===== src/rtl/memory_pkg.sv =====
// rtl/memory_pkg.sv - shared types and byte-lane merge helper for the dual-port RAM
package memory_pkg;

  // Widest word the merge helper handles; callers size-cast in and out.
  localparam int MAXW = 1024;
  localparam int MAXB = MAXW / 8;

  typedef enum logic {CLEAR = 1'b0, IDLE = 1'b1} state_e;
  typedef enum logic {RDW_OLD = 1'b0, RDW_NEW = 1'b1} rdw_mode_e;

  // Per-byte merge of two port writes onto an old word.
  // A lane enabled by one port takes that port's byte; a lane enabled by
  // both takes port B's byte when prio is set, otherwise port A's.
  function automatic logic [MAXW-1:0] byte_merge(
    input logic [MAXW-1:0] old,
    input logic [MAXW-1:0] da,
    input logic [MAXB-1:0] bea,
    input logic [MAXW-1:0] db,
    input logic [MAXB-1:0] beb,
    input logic            prio
  );
    logic [MAXW-1:0] r;
    r = old;
    for (int i = 0; i < MAXB; i++) begin
      if (bea[i] && beb[i]) begin
        r[i*8 +: 8] = prio ? db[i*8 +: 8] : da[i*8 +: 8];
      end else if (bea[i]) begin
        r[i*8 +: 8] = da[i*8 +: 8];
      end else if (beb[i]) begin
        r[i*8 +: 8] = db[i*8 +: 8];
      end
    end
    return r;
  endfunction

endpackage


===== src/rtl/memory_init_seq.sv =====
// rtl/memory_init_seq.sv - clear sequencer: walks every word writing the fill value
module memory_init_seq
  import memory_pkg::*;
#(
  parameter int N  = 32,
  parameter int D  = 16,
  parameter int A  = $clog2(D),
  parameter bit RV = 1'b0
) (
  input  logic         clk,
  input  logic         rstn,
  input  logic         init,
  output logic         busy,
  output logic         accept,
  output logic         clr_we,
  output logic [A-1:0] clr_addr,
  output logic [N-1:0] clr_data
);

  localparam logic [A-1:0] LAST = A'(D - 1);

  state_e       state;
  state_e       state_nxt;
  logic [A-1:0] cnt;
  logic [A-1:0] cnt_nxt;

  // State and clear-address registers; reset always restarts the clear from 0
  always_ff @(posedge clk or negedge rstn) begin
    if (!rstn) begin
      state <= CLEAR;
      cnt   <= '0;
    end else begin
      state <= state_nxt;
      cnt   <= cnt_nxt;
    end
  end

  // Next state: clear runs to the last word; init only takes effect from IDLE
  always_comb begin
    state_nxt = state;
    cnt_nxt   = cnt;
    case (state)
      CLEAR: begin
        if (cnt == LAST) begin
          state_nxt = IDLE;
          cnt_nxt   = '0;
        end else begin
          cnt_nxt = cnt + A'(1);
        end
      end
      IDLE: begin
        if (init) begin
          state_nxt = CLEAR;
          cnt_nxt   = '0;
        end
      end
      default: begin
        state_nxt = CLEAR;
        cnt_nxt   = '0;
      end
    endcase
  end

  // Outputs: port traffic is accepted only in IDLE and not in an init cycle
  always_comb begin
    busy     = (state == CLEAR);
    accept   = (state == IDLE) && !init;
    clr_we   = (state == CLEAR);
    clr_addr = cnt;
    clr_data = {N{RV}};
  end

endmodule


===== src/rtl/memory_true_dual_port_be.sv =====
// rtl/memory_true_dual_port_be.sv - true dual-port RAM with byte enables and collision merge
module memory_true_dual_port_be
  import memory_pkg::*;
#(
  parameter int N    = 32,
  parameter int D    = 16,
  parameter int A    = $clog2(D),
  parameter int NB   = N / 8,
  parameter bit RV   = 1'b0,
  parameter int RDW  = 0,
  parameter bit PRIO = 1'b0
) (
  input  logic          clk,
  input  logic          rstn,
  input  logic          init,
  output logic          busy,
  input  logic          wrena,
  input  logic          rdena,
  input  logic [NB-1:0] bena,
  input  logic [A-1:0]  addra,
  input  logic [N-1:0]  wdata,
  output logic [N-1:0]  rdata,
  output logic          rvlda,
  input  logic          wrenb,
  input  logic          rdenb,
  input  logic [NB-1:0] benb,
  input  logic [A-1:0]  addrb,
  input  logic [N-1:0]  wdatb,
  output logic [N-1:0]  rdatb,
  output logic          rvldb,
  output logic          coll
);

  localparam logic [N-1:0] FILL     = {N{RV}};
  localparam logic [A:0]   DLIM     = (A + 1)'(D);
  localparam rdw_mode_e    RDW_MODE = (RDW != 0) ? RDW_NEW : RDW_OLD;

  logic [N-1:0] mem [D];

  logic          accept;
  logic          clr_we;
  logic [A-1:0]  clr_addr;
  logic [N-1:0]  clr_data;

  logic          ina, inb, same;
  logic          wa_ok, wb_ok, rd_a, rd_b;
  logic [NB-1:0] bea_a, beb_a, bea_b, beb_b;
  logic [N-1:0]  old_a, old_b, mrg_a, mrg_b;
  logic [N-1:0]  rd_word_a, rd_word_b;

  logic          wp_a_en;
  logic [A-1:0]  wp_a_addr;
  logic [N-1:0]  wp_a_data;

  memory_init_seq #(
    .N  (N),
    .D  (D),
    .A  (A),
    .RV (RV)
  ) u_init_seq (
    .clk      (clk),
    .rstn     (rstn),
    .init     (init),
    .busy     (busy),
    .accept   (accept),
    .clr_we   (clr_we),
    .clr_addr (clr_addr),
    .clr_data (clr_data)
  );

  // Qualify both ports, then build each port's post-write word. Each merge
  // sees the other port's lanes only when both target the same address, so
  // in a collision both ports compute the identical merged word.
  always_comb begin
    ina   = ({1'b0, addra} < DLIM);
    inb   = ({1'b0, addrb} < DLIM);
    same  = (addra == addrb);
    old_a = ina ? mem[addra] : FILL;
    old_b = inb ? mem[addrb] : FILL;
    wa_ok = accept && wrena && ina && (|bena);
    wb_ok = accept && wrenb && inb && (|benb);
    rd_a  = accept && rdena;
    rd_b  = accept && rdenb;

    bea_a = wa_ok ? bena : '0;
    beb_a = (wb_ok && same) ? benb : '0;
    bea_b = (wa_ok && same) ? bena : '0;
    beb_b = wb_ok ? benb : '0;

    mrg_a = N'(byte_merge(MAXW'(old_a), MAXW'(wdata), MAXB'(bea_a),
                          MAXW'(wdatb), MAXB'(beb_a), PRIO));
    mrg_b = N'(byte_merge(MAXW'(old_b), MAXW'(wdata), MAXB'(bea_b),
                          MAXW'(wdatb), MAXB'(beb_b), PRIO));

    if (!ina) begin
      rd_word_a = FILL;
    end else if (RDW_MODE == RDW_NEW) begin
      rd_word_a = mrg_a;
    end else begin
      rd_word_a = old_a;
    end

    if (!inb) begin
      rd_word_b = FILL;
    end else if (RDW_MODE == RDW_NEW) begin
      rd_word_b = mrg_b;
    end else begin
      rd_word_b = old_b;
    end
  end

  // Write port A is shared between the clear sequencer and port A traffic;
  // the two never overlap because traffic is refused while clearing.
  always_comb begin
    wp_a_en   = clr_we || wa_ok;
    wp_a_addr = clr_we ? clr_addr : addra;
    wp_a_data = clr_we ? clr_data : mrg_a;
  end

  // Array update; a same-address collision writes the same word twice
  always_ff @(posedge clk) begin
    if (wp_a_en) begin
      mem[wp_a_addr] <= wp_a_data;
    end
    if (wb_ok) begin
      mem[addrb] <= mrg_b;
    end
  end

  // Registered read data, valids and collision flag
  always_ff @(posedge clk or negedge rstn) begin
    if (!rstn) begin
      rdata <= FILL;
      rdatb <= FILL;
      rvlda <= 1'b0;
      rvldb <= 1'b0;
      coll  <= 1'b0;
    end else begin
      rvlda <= rd_a;
      rvldb <= rd_b;
      coll  <= wa_ok && wb_ok && same;
      if (rd_a) begin
        rdata <= rd_word_a;
      end
      if (rd_b) begin
        rdatb <= rd_word_b;
      end
    end
  end

endmodule


===== config.mk =====
export PLATFORM = sky130hd
export DESIGN_NAME = memory_true_dual_port_be
export DESIGN_NICKNAME = d
export VERILOG_FILES = /design/src/rtl/memory_pkg.sv /design/src/rtl/memory_init_seq.sv /design/src/rtl/memory_true_dual_port_be.sv
export SDC_FILE = /design/constraint.sdc
export NUM_CORES = 1
export LEC_CHECK = 0
export ABC_AREA = 1
export CAP_MARGIN = 20
export CORE_MARGIN = 10
export CORE_UTILIZATION = 25
export DETAILED_ROUTE_END_ITERATION = 6
export PLACE_DENSITY_LB_ADDON = 0.05
export SLEW_MARGIN = 20
export SYNTH_ARGS = -nofsm -noshare
export SYNTH_HDL_FRONTEND = slang
export SYNTH_SLANG_ARGS = --single-unit

===== constraint.sdc =====
create_clock -name clk -period 4.1 [get_ports clk]
set_clock_uncertainty 0.2 [all_clocks]
set_input_delay 0.615 -clock clk [delete_from_list [all_inputs] [get_ports clk]]
set_output_delay 0.615 -clock clk [all_outputs]
set_load 0.05 [all_outputs]

After elaboration in Yosys (flattened, before gate mapping)
Memory sizes are Yosys's and may differ from the RTL's.
Index checks and enable logic that the tools add are counted.
{ "totals": {"output_inout_bits": 68, "latchBits": 0, "ff_bits": 72, "ram_bits": 512, "wordCells": 76, "n_memories": 1, "romBits": 0, "input_bits": 87} }
{ "memory_table": {"columns": ["memory", "words", "width", "rd", "rd_ports_with_merged_regs", "write_ports", "line", "source"], "rows": [
  ["mem", 16, 32, 2, 0, 2, "memory_true_dual_port_be.sv:38", "logic [N-1:0] mem [D];"]
]} }
{ "classes": {"div": 0, "add_sub_neg": 1, "mul": 0, "n_bitwise": 1, "n_shift": 0, "reduce_logical": 23, "magnitude_cmp": 0, "eq_ne": 3, "muxes": 40} }
{ "ops": {"columns": ["op", "n"], "rows": [
  ["$mux 8", 24],
  ["$mux 32", 1],
  ["$mux 4", 7],
  ["$logic_and 1x1->1", 19],
  ["$pmux 4 s2", 1],
  ["$reduce_or 4->1", 2],
  ["$mux 1", 6],
  ["$add 4x1->4 const B", 1],
  ["$eq 4x4->1", 1],
  ["$eq 4x4->1 const B", 1],
  ["$ne 2x2->1 const B", 1],
  ["$pmux 1 s2", 1],
  ["$logic_not 1->1", 1],
  ["$logic_or 1x1->1", 1],
  ["$not 1->1", 1]
]} }

Depth between registers and ports, before layout
{ "depth": {"depth_word": 10, "ltp_mapped": 17} }

Cells and area by module
Synthesis repeated with hierarchy kept, for this count alone.
{ "unflattened": {"cells_unflattened": 5387, "hier_area_um2": 38834.7} }
{ "by_module_without_submodules": {"columns": ["mod", "area_each_um2", "instances", "cells_per_inst"], "rows": [
  ["memory_true_dual_port_be", 38334.3, 1, 5326],
  ["memory_init_seq", 500.5, 1, 61]
]} }

Worst setup path before layout
No wires, ideal clock.
{ "synth_path": {"kind": "input to register", "startpoint": "input addra[1]", "endpoint": "memory mem[4][0], enable pin", "arrival_ns": 4.361, "path_slack_ns": -0.930, "cell_stages": 12, "setup_ns": 0.470, "t_required_ns": 3.430, "path_buffers": 3, "cell_sequence": "buf_2 > inv_2 > clkbuf_1 > clkbuf_1 > nand2_1 > o21ai_0 > inv_1 > nor2_1 > inv_1 > nor2_1 > inv_1 > o31ai_1"} }
{ "synth_rtl": {"columns": ["element", "line", "source"], "rows": [
  ["start, declared", "memory_true_dual_port_be.sv:20", "input logic [A-1:0] addra,"],
  ["end, declared", "memory_true_dual_port_be.sv:38", null]
]} }

==> metrics.md <==
| Metric | Value |
|---|---|
| Share of cells above drive strength 1 | `0.0831` |
| Final ANT Viol Nets | `0` |
| Switching power | `around 0.011 W` |
| Max frequency | `approximately 0.29 GHz` |
| Clock power frac | `0.262` |
| RSZ-0062 raised after global routing | `false` |
| Critical path capture point type | `flop` |
| Reg-to-reg slack, setup | `0.66 ns` |
| Worst r2r path cells | `10` |
| Setup Crit Path Kind | `input pin to flop` |
| Net Sw Frac | `0.426` |
| Cts bufs inserted | `about 80` |
| Share of Yosys cell area claimed by the top area cell type | `0.408` |
| Fin util | `0.299` |
| Cell count of the worst hold path | `2` |
| Ys flop type | `edfxtp_1` |
| Post-Route WL | `approximately 230000 µm` |
| Slew @ Worst Pin | `between 1 and 1.5 ns` |
| Family with the most delay on the worst path | `buffers and inverters` |
| Mapped Nets | `about 5500` |
| CP Cell Sequence | `clkdlybuf4s50_1 -> inv_1 -> nor2_4 -> inv_1 -> nor2_4 -> buf_4 -> nand3_1 -> nand2_1` |
| Root buffer cell | `clkbuf_16` |
| CP bufs+invs | `4` |
| Yosys reg bits | `between 500 and 600` |
| Cells after Synth | `5400` |
| Worst EP arrival | `~3.8 ns` |
| VDD IR-drop max | `approximately 0.00028 V` |
| Die Footprint | `167000 µm²` |
| Sequential area share after synthesis | `0.456` |
| Hold_sp | `rdatb[6]` |
| Final GP Congestion | `about 0.8` |
| Worst-case clock buffer depth | `3` |
| Avg Vias per Cell | `5.28` |
| WL per Instance | `about 31 µm` |
| Rows | `approximately 140` |
| Via count | `roughly 40000` |
| Largest cells by area after synthesis | `edfxtp_1 (41%), nand2_1 (26%), nand3_1 (15%)` |
| Crit share post-route | `0.843` |
| Layout net count | `approximately 5500` |
| Crit-path max cell delay | `about 0.77 ns` |
| Cell area after synthesis | `about 38000 µm²` |
| GRT Total Usage | `0.265` |
| # IOs | `155` |
| CP required | `around 4.4 ns` |
| Worst-path maximum fanout | `32` |
| Final Slew Violations | `0` |
| Clock sink total | `a little under 600` |
| Post-CTS Setup Inserts | `0` |
| Initial Util | `0.252` |
| Combinational share of power | `0.384` |
| Avg Cell Area, Syn | `6.98 µm²` |
| CP max stage cell | `buf_4` |
| Post-synth EDFFs | `approximately 500` |
| Hold endpoint | `rdatb[6]` |
| First-pass GRT wire length | `315000 µm` |
| FFs w/ async S/R, synth | `0.123` |
| Core ar. | `around 150000 µm²` |
| DRC Markers | `0` |
| 1st-pass router iterations | `6` |
| Unique cell type count in the Yosys netlist | `31` |
| DR iter-0 viols | `approximately 4200` |
| Initial antenna violation count | `7` |
| Fin crit period | `roughly 3.5 ns` |
| Largest net degree at the start of global routing | `119` |
| HPWL Detailed | `around 140000 µm` |
| Status | `finished clean` |
| Area delta synth->final | `18.9%` |
| # setup viols final | `0` |
| Die Span Y | `approximately 400 µm` |
| Max Cap Violations | `0` |
| Setup TNS | `0 ns` |
| Die Wd | `408 µm` |
| Internal power | `0.0151 W` |
| Worst-path clk slew | `roughly 0.06 ns` |
| H-tree depth | `3` |
| Rel. slew slack | `0.184` |
| Startpoint Class | `input pin` |
| HP Class | `flop to flop` |
| Clk Latency, worst-skew pair | `0.69 ns` |
| R2R Path End | `mem[14][25]` |
| Final hold vios | `0` |
| Synthesis Warnings | `0` |
| Total congestion overflow | `0` |
| CTS tree | `built` |
| Post-synth top area cell | `edfxtp_1` |
| Flop pwr share | `0.354` |
| PD cells | `~590 nW/µm²` |
| Vias in the first global route | `between 30000 and 40000` |
| Worst setup startpoint | `addrb[2]` |
| Worst reg2reg startpoint | `u_init_seq.state` |
| LEAKAGE | `about 20 nW` |
| I/O Buffers | `about 150` |
[worst register-to-register path, delay by kind of cell (launching register included)]
kind	cells	cell delay, ns
buffers and inverters	4	1.07
AND/OR/NAND/NOR	5	1.01
flip-flops	1	0.54
AO/OA/AOI/OAI	1	0.40
[routing by layer]
metal / track usage / vias to the layer above / wire [µm]
li1: - / 17800 / -
met1: 0.344 / 19600 / 96500
met2: 0.426 / 1779 / 104000
met3: 0.0404 / 479 / 15300
met4: 0.132 / 4 / 13400
met5: 0 / - / 23
[layout by cell type (no fill, tap or decap), types with 2 or more instances in the layout]
cell type	count
a21oi_1	47
buf_12	46
buf_4	173
bufinv_16	2
clkbuf_1	31
clkbuf_16	83
clkbuf_8	6
clkdlybuf4s50_1	147
clkinv_1	10
clkinv_2	8
dfrtp_1	71
edfxtp_1	512
inv_1	145
inv_2	22
inv_6	3
nand2_1	2635
nand2_2	53
nand2_4	2
nand3_1	1140
nor2_1	104
nor2_2	11
nor2_4	23
nor3_1	2
o211ai_1	33
o21a_1	24
o21ai_0	125
o21ai_4	12
xor2_1	3
[worst max-delay path by stage]
stage                 end  slack (ns)  cells after the start
2_1_floorplan   mem[8][0]       -0.80                     12
3_3_place_gp   mem[7][26]        0.03                     12
3_5_place_dp    mem[6][3]        0.05                      8
4_1_cts        mem[4][12]        0.65                      9
5_1_grt        mem[4][19]        0.45                     13
6_report        mem[6][0]        0.64                      8
[power groups by stage]
stage | clock network (W) | logic [W] | registers, W
after floorplan | 0 | 0.00442 | 0.0104
after global placement | 0 | 0.0100 | 0.00942
after detailed placement | 0 | 0.0100 | 0.00942
after CTS | 0.00702 | 0.0101 | 0.00931
after global routing | 0.00722 | 0.0107 | 0.00947
final | 0.00689 | 0.0101 | 0.00931
[synthesized netlist by cell type, types with 33 or more instances]
library cell  instances
buf_4                38
dfrtp_1              72
o211ai_1             33
buf_1                77
nor2_1              121
inv_1               155
a21oi_1              47
buf_2               119
nand3_1            1140
nand2_2              52
o21ai_0             137
nand2_1            2638
edfxtp_1            512
clkbuf_1            183
[final cells by class]
cell class | count | area [µm²]
clock inverter | 20 | 160
fill | 16200 | 105000
inverter | 174 | 672
multi-input combinational | 4222 | 18300
timing repair buffer | 371 | 3750
antenna | 1 | 2.50
clock buffer | 119 | 2260
tap | 2016 | 2520
sequential | 584 | 17200
[sequential cells by signal, indices dropped and copies added (netlist names)]
signal	count
coll	1
u_init_seq.clr_addr	4
rvlda	1
mem	512
rdata	32
rdatb	32
u_init_seq.state	1
rvldb	1
[cell families after synthesis]
family	count (synthesis)	synth area share
compound gates	243	0.0362
xor+xnor	3	0.000697
fa+ha+maj	1	0.000332
buf+inv	594	0.0675
flops	584	0.456
simple gates	3975	0.440
[repair_timing]
item,in CTS,in global routing
gates resized for setup,0,0
hold buffers,1,0
endpoints found under the hold margin,51,0
[metrics by stage]
step / total power, W / setup slack [ns] / cell area, µm² / cells / hold slack [ns]
final: 0.0263 / 0.643 / 44800 / 7507 / 0.277
after global routing: 0.0274 / 0.454 / 44800 / 7506 / 0.302
after CTS: 0.0264 / 0.646 / 44800 / 7506 / 0.285
after detailed placement: 0.0195 / 0.0514 / 42400 / 7366 / 0.269
after global placement: 0.0195 / 0.0268 / 42400 / 7366 / 0.266
after floorplan: 0.0148 / -0.799 / 37700 / 5400 / 0.119
Note: power is estimated with default switching activity, not from simulation.
